==> config.mk <==
export PLATFORM = sky130hd
export DESIGN_NAME = tdm_demux3
export DESIGN_NICKNAME = d
export VERILOG_FILES = /design/src/rtl/tdm_pkg.sv /design/src/rtl/tdm_slot_reg.sv /design/src/rtl/tdm_demux3.sv
export SDC_FILE = /design/constraint.sdc
export NUM_CORES = 1
export LEC_CHECK = 0
export ABC_AREA = 1
export BUFFER_PORTS_ARGS = -buffer_cell sky130_fd_sc_hd__buf_2
export CELL_PAD_IN_SITES_DETAIL_PLACEMENT = 1
export CELL_PAD_IN_SITES_GLOBAL_PLACEMENT = 1
export CORE_MARGIN = 4
export CORE_UTILIZATION = 36
export DETAILED_ROUTE_END_ITERATION = 8
export GPL_TIMING_DRIVEN = 0
export PLACE_DENSITY_LB_ADDON = 0.1
export SLEW_MARGIN = 25
export SYNTH_ARGS = -nofsm -noshare
export SYNTH_HDL_FRONTEND = slang
export SYNTH_SLANG_ARGS = --single-unit
==> constraint.sdc <==
create_clock -name Clock -period 2.7 [get_ports Clock]
set_input_delay 0.54 -clock Clock [delete_from_list [all_inputs] [get_ports Clock]]
set_output_delay 0.54 -clock Clock [all_outputs]
set_load 0.005 [all_outputs]
==> src/rtl/tdm_pkg.sv <==
// tdm_pkg: shared state encodings and sizing for the TDM demultiplexer.
package tdm_pkg;
   localparam int TDM_W     = 2;
   localparam int NUM_SLOTS = 3;
   typedef enum logic [1:0] {
      IDLE  = 2'b00,
      EXP_V = 2'b01,
      EXP_W = 2'b10
   } state_e;
endpackage

==> src/rtl/tdm_slot_reg.sv <==
// tdm_slot_reg: W-bit holding register with load enable and a registered one-cycle update pulse.
module tdm_slot_reg #(
   parameter int W = 2
) (
   input  logic         clk,
   input  logic         rst_n,
   input  logic         ld,
   input  logic [W-1:0] d,
   output logic [W-1:0] q,
   output logic         upd
);
   always_ff @(posedge clk or negedge rst_n)
      if (!rst_n) begin
         q   <= '0;
         upd <= 1'b0;
      end else begin
         if (ld) q <= d;
         upd <= ld;
      end
endmodule

==> src/rtl/tdm_demux3.sv <==
// tdm_demux3: TDM receive demultiplexer routing frame words 0/1/2 into U/V/Wo.
// Defining TDM_PARITY_EN adds an even-parity check on D (DPar in, ParErr out).
module tdm_demux3 import tdm_pkg::*; #(
   parameter int W = TDM_W
) (
   input  logic         Clock,
   input  logic         Resetn,
   input  logic [W-1:0] D,
   input  logic         Valid,
   input  logic         Frame,
`ifdef TDM_PARITY_EN
   input  logic         DPar,
   output logic         ParErr,
`endif
   output logic [W-1:0] U,
   output logic [W-1:0] V,
   output logic [W-1:0] Wo,
   output logic         UpdU,
   output logic         UpdV,
   output logic         UpdW,
   output logic         FrameDone,
   output logic         SyncErr,
   output logic [1:0]   Slot
);
   state_e               state, nxt;
   logic [NUM_SLOTS-1:0] ld, upd;
   logic [W-1:0]         q [NUM_SLOTS];
   logic                 sync_err, par_err;
`ifdef TDM_PARITY_EN
   assign par_err = Valid && (DPar != ^D);
`else
   assign par_err = 1'b0;
`endif
   // A parity failure outranks every framing rule and drops the frame.
   always_comb begin
      nxt      = state;
      ld       = '0;
      sync_err = 1'b0;
      if (!(state inside {IDLE, EXP_V, EXP_W})) nxt = IDLE;
      else if (par_err) nxt = IDLE;
      else if (Valid)
         case (state)
            IDLE: begin
               ld[0]    = Frame;
               sync_err = !Frame;
               nxt      = Frame ? EXP_V : IDLE;
            end
            EXP_V: begin
               ld[0]    = Frame;
               ld[1]    = !Frame;
               sync_err = Frame;
               nxt      = Frame ? EXP_V : EXP_W;
            end
            EXP_W: begin
               ld[0]    = Frame;
               ld[2]    = !Frame;
               sync_err = Frame;
               nxt      = Frame ? EXP_V : IDLE;
            end
            default: nxt = IDLE;
         endcase
   end
   always_ff @(posedge Clock or negedge Resetn)
      if (!Resetn) begin
         state   <= IDLE;
         SyncErr <= 1'b0;
      end else begin
         state   <= nxt;
         SyncErr <= sync_err;
      end
`ifdef TDM_PARITY_EN
   always_ff @(posedge Clock or negedge Resetn)
      if (!Resetn) ParErr <= 1'b0;
      else ParErr <= par_err;
`endif
   for (genvar i = 0; i < NUM_SLOTS; i++) begin : g_slot
      tdm_slot_reg #(.W(W)) u_reg (
         .clk   (Clock),
         .rst_n (Resetn),
         .ld    (ld[i]),
         .d     (D),
         .q     (q[i]),
         .upd   (upd[i])
      );
   end
   assign U         = q[0];
   assign V         = q[1];
   assign Wo        = q[2];
   assign UpdU      = upd[0];
   assign UpdV      = upd[1];
   assign UpdW      = upd[2];
   assign FrameDone = upd[2];
   assign Slot      = state;
endmodule

* After elaboration in Yosys (flattened, before gate mapping)
Index checks and enable logic that the tools add are counted.
Storage, ports and cells: flip-flop bits (word level) 12, input bits 6, output and inout port bits 13, logic and storage cells 30
Cells by class: equal/unequal tests 3, muxes and demuxes 13, reductions and logical operators 6
Operators by type and width (count):
- $mux W1 | 6
- $mux W2 | 3
- $mux W3 | 2
- $pmux W2 S2 | 1
- $reduce_or A2 Y1 | 2
- $reduce_bool A3 Y1 | 1
- $reduce_or A3 Y1 | 1
- $eq A2 B1 Y1 const B | 1
- $eq A2 B2 Y1 const B | 1
- $logic_not A2 Y1 | 1
- $ne A2 B2 Y1 const B | 1
- $pmux W1 S2 | 1
- $logic_not A1 Y1 | 1

* Logic depth before layout (Yosys ltp)
word-level depth 5, mapped depth 7, depth with buffers taken out 7

* By module
From an unflattened synthesis, not the netlist that was laid out.
Unflattened totals: cells, all modules 63, area total of the unflattened synthesis 535.5 um^2
By module, submodules not included:
- tdm_slot_reg | times used 3, cells each 10, area each 101.3 um^2, seq. area each 75.1 um^2
- tdm_demux3 | times used 1, cells each 33, area each 231.5 um^2, seq. area each 75.1 um^2

* Least setup slack after synthesis
No wires, ideal clock.
kind reg-to-reg, from register state[0], in the netlist Slot[0], to register g_slot[1].u_reg.q[0], setup time 116 ps, arrival 1042 ps, required time 2584 ps, path slack 1542 ps, cell stages (with the launch flop) 6, path buffers 0, clock period less this slack 1158 ps, path through dfrtp_1 > ha_1 > nor2_4 > nand2_2 > nand2_1 > nand2_1
Between the ends: cells in the longest elaborated chain, start to end 4, elaborated cells between the ends (all ways) 7, those cells by class eq/ne (2); mux (3); reduce/logical (2)
Ends and longest elaborated chain:
- start: declaration | RTL line tdm_demux3.sv:25 | state_e state, nxt;
- start signal: assignment | RTL line tdm_demux3.sv:68 | state <= nxt;
- $eq A2 B1 Y1 | RTL line tdm_demux3.sv:39, tdm_demux3.sv:42
- $mux W1 | RTL line tdm_demux3.sv:42 | case (state)
- $mux W3 | RTL line tdm_demux3.sv:41 | else if (Valid)
- $mux W3 (*) | RTL line tdm_demux3.sv:39 | if (!(state inside {IDLE, EXP_V, EXP_W})) nxt = IDLE;
- end signal: assignment | RTL line tdm_slot_reg.sv:14 | q <= '0;
- end signal: assignment | RTL line tdm_slot_reg.sv:17 | if (ld) q <= d;
- end: declaration | RTL line tdm_slot_reg.sv:9 | output logic [W-1:0] q,
Every way passes the cells marked *; elsewhere a longest branch is shown, timed or not. A chain may end at the register's enable or synchronous reset.

* Worst setup path after layout
from register g_slot[2].u_reg.upd, to output port UpdW
RTL lines:
- start: declaration | RTL line tdm_slot_reg.sv:10 | output logic upd
- start signal: assignment | RTL line tdm_slot_reg.sv:18 | upd <= ld;
- end: declaration | RTL line tdm_demux3.sv:20 | output logic UpdW,
No word-level cell between the ends.

==> flow_metrics.py <==
metrics = {
    "critical_path": {
        "cp.arrival_ps": 870,
        "cp-start-kind": "flop",
        "critical_path_class": "reg2out",
        "end_kind": "primary output",
        "worstPathRequired_ps": 2160,
        "cp_max_fo": 2,
    },
    "cts": {
        "post_cts_buffers": 0,
        "cts-root-buf": "clkbuf_4",
        "clk_latency_ps": 260,
        "cts_htree_levels": 1,
        "tritoncts": "done",
        "cts_resized": 0,
        "clk_pin_slew_ps": 70,
        "clock_sinks": 12,
        "cts_buffers": 3,
        "holdBufCountCts": 0,
        "clockBufferDepth": 2,
    },
    "die": {
        "fp.dieW_um": 47.2,
        "io_pins": 19,
        "rows": 13,
        "die_h_um": 47.2,
        "die-area_um2": 2230,
        "start_util_pct": 40.5,
        "coreArea_um2": 1370,
    },
    "timing": {
        "skew_ps": 0.246,
        "rsz0062_at_grt": "no",
        "fin_ws_ps": 1290,
        "fin_crit_ps": 1410,
        "finalSetupViolCount": 0,
        "slew_headroom_pct": 82.6,
        "tns_ps": 0,
        "slew_viol_final": 0,
        "finalHoldViolCount": 0,
        "finalCritPeriodShare_pct": 52.3,
        "fmax_mhz": 708,
        "tightestPinTransition_ps": 262,
    },
    "routing": {
        "first_iter_violations": 8,
        "drc": 0,
        "drtPass1Iterations": 4,
        "antenna_left": 0,
        "via_count": 447,
        "wirelength_um": 1110,
        "vias_per_cell": 4.56,
        "wire_per_inst_um": 11.4,
    },
    "placed_design": {
        "io_buffers": 18,
        "placed_cell_area_um2": 662,
        "pre_cts_ws_ps": 1430,
        "place_congestion": 0.736,
        "hpwlAfterDp_um": 921,
    },
    "status": {
        "status": "completed",
    },
    "synthesis": {
        "syn-cell-area_um2": 553,
        "syn_nets": 72,
        "ys_types": 11,
        "synth_area_per_cell_um2": 8.92,
        "yosysWarnings": 0,
        "seq_area_frac_synth_pct": 54.3,
        "ys_ff_latch": 12,
        "netlist_instances": 62,
    },
    "pwr": {
        "leakagePower_nw": 0.423,
        "max-vdd-ir-drop_v": 0.000303,
        "p_per_area_nw_per_um2": 661,
    },
    "global_route": {
        "grt_pass1_wl_um": 1930,
        "grt_usage_pct": 12.9,
        "grt_pass1_vias": 451,
        "grt_antenna_before_repair": 0,
        "gr-total-overflow": 0,
        "grt_max_degree": 13,
    },
    "layout": {
        "drive_above_1_share_pct": 32.5,
        "fillers": 187,
        "regArea_um2": 300,
        "syn2layout_area_growth_pct": 23.8,
        "final_common_cell": "nand2_1",
        "fin_nets": 95,
        "multi_input_comb_area_um2": 211,
        "utilization_pct": 50.1,
        "final_cell_mix": "nand2_1, buf_2, dfrtp_1",
        "design_area_um2": 684,
        "diodes": 0,
    },
    "flow_run": {
        "cap_violations": 0,
    },
    "hold_path": {
        "hold_class": "in2async",
    },
}
-- metrics by stage --
stage | cells | total power, mW | hold slack [ps]
6_report | 98 | 0.452 | 138
5_1_grt | 98 | 0.494 | 149
4_1_cts | 98 | 0.462 | 147
3_5_place_dp | 95 | 0.355 | 436
3_3_place_gp | 95 | 0.350 | 432
2_1_floorplan | 62 | 0.296 | 244
-- worst max-delay path: stages, from the launching register on --
cell and delay, ps:
dfrtp_1 370, buf_4 130, buf_2 110
-- sequential cells by signal (all words and copies together) (netlist names) --
signal	flops
Slot	2
g_slot.u_reg.upd	3
g_slot.u_reg.q	6
SyncErr	1
-- cells in the mapped netlist (all sizes together) --
master | number | area (um2)
nand3 | 4 | 20.0
ha | 4 | 50.1
a21oi | 1 | 5.00
nor2 | 5 | 33.8
inv | 9 | 33.8
buf | 1 | 7.51
dfrtp | 12 | 300
nand2 | 26 | 103
-- cell families after synthesis --
kind of cell             share of synthesized area (%)
AO/OA/AOI/OAI                                    0.904
adder cells (fa/ha/maj)                           9.05
buffers and inverters                             7.47
flip-flops                                        54.3
AND/OR/NAND/NOR                                   28.3
-- path summary, 6_finish.rpt --
path	slack, ps	startpoint	cells after the start	to
max in group asynchronous	2350	Resetn	1	Slot[0]
setup reg to reg	1450	Slot[0]	5	g_slot[1].u_reg.q[0]
hold reg to reg	470	g_slot[1].u_reg.q[1]	2	g_slot[1].u_reg.q[1]
setup / recovery	1290	g_slot[2].u_reg.upd	2	UpdW
hold / removal	140	Resetn	1	Slot[1]
min in group Clock	470	g_slot[1].u_reg.q[1]	2	g_slot[1].u_reg.q[1]
-- where the power goes --
| group | total (mW) | internal (mW) | switching, mW |
|---|---|---|---|
| logic | 0.110 | 0.0505 | 0.0596 |
| clock network | 0.105 | 0.0514 | 0.0537 |
| registers | 0.237 | 0.217 | 0.0202 |
-- routing by layer --
layer,up-vias,routed length (um),track usage [%]
met5,-,0,0
met4,0,11,8.29
met3,2,90,3.45
met2,17,500,18.4
met1,203,512,17.0
li1,225,-,-
-- area by class of cell --
type | count | area share (%)
multi-input cells | 40 | 30.9
repair buffers | 18 | 13.2
well taps | 15 | 2.74
flip-flops and latches | 12 | 43.9
plain buffers | 1 | 1.10
inverters | 9 | 4.94
clock buffers | 3 | 3.29
No activity file was read; power rests on OpenSTA's default activity.
